### src/rtl/blink_sequencer.sv
// Command-driven four-LED sequencer: saturating speed setting, run/pause control,
// a two-stage prescaler producing pattern-step ticks, and four selectable patterns.
module blink_sequencer #(
  parameter int          BASE_CYCLES = 3_125_000,
  parameter logic [3:0]  DELAY_INIT  = 4'd7
) (
  input  logic       clk,
  input  logic       reset,
  input  logic       faster,
  input  logic       slower,
  input  logic       pause,
  input  logic       mode,
  output logic [3:0] led,
  output logic [3:0] delay,
  output logic [1:0] pattern,
  output logic       paused,
  output logic       tick
);

  localparam int            BW        = (BASE_CYCLES > 1) ? $clog2(BASE_CYCLES) : 1;
  localparam logic [BW-1:0] BASE_LAST = BW'(BASE_CYCLES - 1);

  typedef enum logic {RUN, PAUSED} state_t;
  typedef enum logic [1:0] {PAT_SHIFT, PAT_BOUNCE, PAT_COUNT, PAT_FLASH} pattern_t;

  state_t        state_q, state_d;
  pattern_t      pattern_q, pattern_d;
  logic [BW-1:0] base_q, base_d;
  logic [3:0]    step_q, step_d;
  logic [3:0]    led_q, led_d;
  logic [3:0]    delay_q, delay_d;
  logic          dir_up_q, dir_up_d;
  logic          tick_q, tick_d;
  logic          base_wrap;
  logic          step_evt;

  always_comb begin
    delay_d = delay_q;
    if (faster && !slower && delay_q != 4'd0)
      delay_d = delay_q - 4'd1;
    else if (slower && !faster && delay_q != 4'd15)
      delay_d = delay_q + 4'd1;

    // >= rather than == so a delay drop below the step count fires at the next wrap
    base_wrap = (base_q == BASE_LAST);
    step_evt  = (state_q == RUN) && base_wrap && (step_q >= delay_q);

    state_d   = state_q;
    pattern_d = pattern_q;
    base_d    = base_q;
    step_d    = step_q;
    led_d     = led_q;
    dir_up_d  = dir_up_q;
    tick_d    = 1'b0;

    if (mode) begin
      pattern_d = pattern_t'(pattern_q + 2'd1);
      base_d    = '0;
      step_d    = 4'd0;
      dir_up_d  = 1'b1;
      case (pattern_d)
        PAT_SHIFT:  led_d = 4'b0001;
        PAT_BOUNCE: led_d = 4'b0001;
        PAT_COUNT:  led_d = 4'b0000;
        default:    led_d = 4'b1111;
      endcase
      if (pause)
        state_d = (state_q == RUN) ? PAUSED : RUN;
    end else if (pause) begin
      state_d = (state_q == RUN) ? PAUSED : RUN;
    end else if (step_evt) begin
      base_d = '0;
      step_d = 4'd0;
      tick_d = 1'b1;
      case (pattern_q)
        PAT_SHIFT:  led_d = {led_q[2:0], led_q[3]};
        PAT_BOUNCE: begin
          if (dir_up_q) begin
            led_d = led_q << 1;
            if (led_d[3])
              dir_up_d = 1'b0;
          end else begin
            led_d = led_q >> 1;
            if (led_d[0])
              dir_up_d = 1'b1;
          end
        end
        PAT_COUNT:  led_d = led_q + 4'd1;
        default:    led_d = ~led_q;
      endcase
    end else if (state_q == RUN) begin
      if (base_wrap) begin
        base_d = '0;
        step_d = step_q + 4'd1;
      end else begin
        base_d = base_q + BW'(1);
      end
    end
  end

  always_ff @(posedge clk) begin
    if (reset) begin
      state_q   <= RUN;
      pattern_q <= PAT_SHIFT;
      base_q    <= '0;
      step_q    <= 4'd0;
      led_q     <= 4'b0001;
      delay_q   <= DELAY_INIT;
      dir_up_q  <= 1'b1;
      tick_q    <= 1'b0;
    end else begin
      state_q   <= state_d;
      pattern_q <= pattern_d;
      base_q    <= base_d;
      step_q    <= step_d;
      led_q     <= led_d;
      delay_q   <= delay_d;
      dir_up_q  <= dir_up_d;
      tick_q    <= tick_d;
    end
  end

  assign led     = led_q;
  assign delay   = delay_q;
  assign pattern = pattern_q;
  assign paused  = (state_q == PAUSED);
  assign tick    = tick_q;

endmodule

### config.mk
export PLATFORM = sky130hd
export DESIGN_NAME = blink_sequencer
export DESIGN_NICKNAME = d
export VERILOG_FILES = /design/src/rtl/blink_sequencer.sv
export SDC_FILE = /design/constraint.sdc
export NUM_CORES = 1
export LEC_CHECK = 0
export CORE_ASPECT_RATIO = 1.75
export CORE_UTILIZATION = 45
export DETAILED_ROUTE_END_ITERATION = 7
export PLACE_DENSITY = 0.66
export SYNTH_ARGS = -nofsm -noshare
export SYNTH_HDL_FRONTEND = slang
export SYNTH_SLANG_ARGS = --single-unit
### constraint.sdc
create_clock -name clk -period 2.05 [get_ports clk]
set_input_delay 0.3075 -clock clk [delete_from_list [all_inputs] [get_ports clk]]
set_output_delay 0.3075 -clock clk [all_outputs]
set_load 0.01 [all_outputs]
=== Word level (Yosys, flattened, before mapping) ===
Cells that the tools add are included.

* Add/sub/neg operators: 6
* Magnitude comparators: 1
* Eq/ne operators: 8
* Multiplexer cells: 19
* Bitwise gates (word level): 3
* Reductions and logical operators: 21

{| class="wikitable"
|+ Operator list
! kind !! count
|-
| 2-to-1 mux 22 bit || 3
|-
| 2-to-1 mux 4 bit || 9
|-
| adder 22 x 1 -> 22 bit (second input constant) || 1
|-
| == test 22 bit (second input constant) || 1
|-
| adder 4 x 1 -> 4 bit (second input constant) || 3
|-
| case mux 4 bit (3 select lines) || 1
|-
| case mux 4 bit (2 select lines) || 1
|-
| logical AND 1 bit || 6
|-
| AND reduction 3 bit || 2
|-
| nonzero test 2 bit || 3
|-
| 2-to-1 mux 1 bit || 5
|-
| == test 2 x 1 -> 1 bit (second input constant) || 2
|-
| == test 2 bit (second input constant) || 2
|-
| greater-or-equal comparator 4 bit || 1
|-
| logical NOT 2 bit || 2
|-
| inequality test 2 x 1 -> 1 bit (second input constant) || 2
|-
| inequality test 4 bit (second input constant) || 1
|-
| NOT 4 bit || 1
|-
| AND reduction 2 bit || 2
|-
| nonzero test 4 bit || 1
|-
| OR reduction 2 bit || 2
|-
| subtractor 4 x 1 -> 4 bit (second input constant) || 1
|-
| OR reduction 3 bit || 1
|-
| adder 2 x 1 -> 2 bit (second input constant) || 1
|-
| 2 further kinds || 4
|}

* Flip-flop bits (word level): 39
* Input port bits: 6
* Logic and storage cells: 66

=== Longest topological paths before layout ===
* Depth in word-level cells: 6
* Mapped depth: 9
* Depth with buffers taken out: 9

=== Worst setup path before layout ===
Ideal clock, no wire load.

* Path type: flip-flop to flip-flop
* From: reg delay_q[0] (netlist: delay[0])
* To: reg delay_q[3] (netlist: delay[3])
* Arrival time: 2.083 ns
* Data required time: 1.924 ns
* Slack: -0.159 ns
* Cell stages (with the launch flop): 10
* Period minus slack after synthesis: 2.209 ns
* Cells stage by stage: dfxtp_1 -> or4_1 -> nand3b_1 -> inv_1 -> ha_1 -> a21o_1 -> a21oi_1 -> mux2i_1 -> xnor2_1 -> nor2_1

* Word-level cells in the longest chain between the ends: 3

{| class="wikitable"
|+ RTL lines
! item !! line !! text
|-
| start: declaration || 31 || <nowiki>logic [3:0] delay_q, delay_d;</nowiki>
|-
| start signal: assignment || 117 || <nowiki>delay_q <= delay_d;</nowiki>
|-
| adder 4 x 1 -> 4 bit (tied with other cells) || 42 || <nowiki>delay_d = delay_q + 4'd1;</nowiki>
|-
| 2-to-1 mux 4 bit (tied with other cells) || 41 || <nowiki>else if (slower && !faster && delay_q != 4'd15)</nowiki>
|-
| 2-to-1 mux 4 bit / nonzero test 2 bit (equally long branches) || n/a ||
|}

Several ways; a longest one is shown, not always the timed one. The select of a mux whose other input is x is not followed.
A chain may end at the register's enable or synchronous reset.

=== Final worst setup path ===
* From: reg delay_q[3] (netlist: delay[3])
* To: reg delay_q[3] (netlist: delay[3])

The elaborated chain is that of the path after synthesis.

==> metrics <==
Vias/cell ~5.6; Clk pwr share roughly 30%; Syn Std Cell Area 2180 um2; FP Rows 33; count leader, synth dfxtp_1; Reg2Reg Setup Slack -50 ps; DPL Wire Length 3440 um; critical path class reg2reg; first-pass GRT wire length 7600 um; clk buf depth 2; worst hold path class reg2reg; worst setup path endpoint delay[3]; share of cells above drive strength 1 14.3%; final RePlAce weighted congestion 0.832; Core ar. 4670 um2; Peak VDD IR 0.431 mV; I/O Buffers 17; clk sinks 39; synth top area cells dfxtp_1, ha_1, nor2_1; clk_lat worst skew about 290 ps; critical path startpoint delay[3]; Critical Path AT approximately 2300 ps; CTS root buffer clkbuf_8; Critical R2R Launch delay[3]; Die Ht 94.0 um; status finished with violations; Fin Hold WS between 500 and 600 ps; Setup violations, final 1; RSZ-0062 raised after global routing yes; Hold Vio Cnt, Final 0; Via Count 1,889; Final nets 308; Max-Cap Viols 0; Final WS setup -48.8 ps; pre-CTS setup slack -45.7 ps; Max Fclk 0.476 GHz; DRT Wirelength around 4600 um; 1st-iter DRT viols 29; pwr dens 610 nW/um2; share of total power in sequential cells 50.4%; Synth Area in Adders 8.97%; post-synthesis simple-gate area fraction between 20% and 30%; clock skew between 5 and 6 ps; Synth Area in XOR/XNOR between 10% and 20%; cell count along the critical path 9; critical path, cell by cell or4_4, nand3b_1, inv_2, ha_4, a21o_1, a21oi_2, mux2i_1, xnor2_1, nor2_1; min Tclk post-route 2100 ps; Synth Area in Compound Gates a little under an eighth; switching share of power about a quarter; total gr overflow 0; # IOs 18; GRT Resource Usage Total between 20% and 30%; # hold bufs at CTS 0; Die ar. about 5000 um2; Max FO, Critical Path 2; Comb pwr share 19.6%; Synth Flop Type dfxtp_1; Final Cycle Share 102%; R2R cell count 9; Buf/Inv on CP 1; Worst Tran Pin Value 426 ps; area leader, netlist dfxtp_1; violated checks negative setup slack; number of enable flip-flop cells after synthesis 0; CTS tree yes; Slowest Stage Delay on Critical Path roughly 500 ps; leakage power between 1 and 1.5 nW; sequential-to-total area share from yosys stat 35.9%; initial antenna violation count 0; RR Endpoint delay[3]; CTS Buf Count 5; worst path required time about 2200 ps; headroom to the max-slew limit 71.5%; sequential cell area 786 um2; Post-synth ARST share 0%; final count of pins violating max slew 0; cell count after synthesis 252; crit path max-delay cell type or4_4; Mean Syn Cell Area about 8.6 um2; Synth Register Bits 39; Distinct cells, synth 50; Crit path max-delay family simple AND/OR/NAND/NOR gates; initial core utilization 46.7%; ANT cells 0; H-tree depth 2; P&R area growth vs syn 21.4%; multiplexer share of the synthesized area 1.38%; Pint 1.19 mW; Ys Warns 0; DR pass1 iterations 4; largest family of logic cells by synthesized area simple AND/OR/NAND/NOR gates; vias in the first global route 1,799; Sw Pwr 426 uW; area share of the largest cell type after synthesis 35.9%; syn_nets around 270; Commonest cells post-synth dfxtp_1, nor2_1, nand3_1; Critical Path End Type flip-flop; remaining antenna violation count 0; Setup crit start kind flip-flop; largest net degree at the start of global routing 20; DRC violations left 0; CTS clk-pin slew, worst paths ~70 ps; Filler Cell Count 457; die width 54.6 um; Routed WL per cell 13.5 um; Fin Setup TNS -48.8 ps; area of the multi-input gates roughly 1300 um2
[power by group through the flow]
| stage | clock network, mW | logic [mW] | registers, mW |
|---|---|---|---|
| floorplan | 0 | 0.163 | 0.844 |
| global placement | 0 | 0.304 | 0.827 |
| detailed placement | 0 | 0.309 | 0.828 |
| CTS | 0.501 | 0.311 | 0.811 |
| global route | 0.526 | 0.352 | 0.815 |
| finish | 0.485 | 0.315 | 0.811 |
[routing by layer]
metal  track usage, %  up-vias  routed length [um]
met5                0        -                   0
met4             10.0        0                 129
met3             4.21        9                 102
met2             35.8       29                2480
met1             20.2      884                1870
li1                 -      967                   -
[flip-flops by register name, indices dropped and copies added (netlist names)]
| name | flops |
|---|---|
| dir_up_q | 1 |
| tick | 1 |
| base_q | 22 |
| delay | 4 |
| step_q | 4 |
| pattern | 2 |
| paused | 1 |
| led | 4 |
[final cells by class]
class | instances | area share (%)
multi-input cells | 193 | 50.8
flip-flops and latches | 39 | 29.7
repair buffers | 37 | 12.6
clock buffers | 7 | 2.89
well taps | 52 | 2.46
inverters | 11 | 1.56
[worst min path at each step]
stage               start         end  cells after the start
2_1_floorplan       pause      paused                      2
3_3_place_gp   base_q[13]  base_q[13]                      2
3_5_place_dp    step_q[3]   step_q[3]                      2
5_1_grt         base_q[1]   base_q[1]                      2
6_report        step_q[0]   step_q[0]                      2
4_1_cts         step_q[3]   step_q[3]                      2
[logic make-up after synthesis]
logic type	count (synthesis)
DFF	39
muxes	3
and+or+nand+nor	111
AOI/OAI and AO/OA	39
buffers and inverters	20
adders and majority gates	15
xor gates and xnor gates	25
[stage by stage]
stage / area, um2 / util [%] / total power, mW / instances
after floorplan: 2190 / - / 1.01 / 252
after detailed placement: 2540 / 54.4 / 1.14 / 331
after global routing: 2640 / 56.6 / 1.69 / 339
final: 2640 / 56.6 / 1.61 / 339
after CTS: 2620 / 56.2 / 1.62 / 339
after global placement: 2540 / 54.4 / 1.13 / 331
[what timing repair did]
action / CTS / global route
resized for setup: 0 / 4
endpoints found under the setup margin: 1 / 2
setup buffers: 1 / 0
pin swaps: 1 / 6
[worst reg2reg max path, delay by kind of cell, from the launching register on]
kind | cells | cell delay, ps
muxes | 1 | 230
DFF | 1 | 340
AOI/OAI and AO/OA | 2 | 340
adders and majority gates | 1 | 200
and+or+nand+nor | 3 | 690
xor gates and xnor gates | 1 | 140
buffers and inverters | 1 | 60
[placed cells by master (no fill, tap or decap), types with 3 or more instances in the layout]
master / count
nand2_1: 15
buf_4: 19
nor2_1: 34
xor2_1: 13
clkbuf_8: 5
nand3b_1: 5
a21oi_1: 10
and3_1: 4
nand3_1: 17
o21ai_0: 6
inv_1: 10
nand4_1: 5
and4_1: 4
nor4_1: 3
clkdlybuf4s50_1: 17
o31ai_1: 4
xnor2_1: 12
dfxtp_1: 37
mux2i_1: 3
ha_1: 13
nor3_1: 4
(Power assumes the default switching activity.)
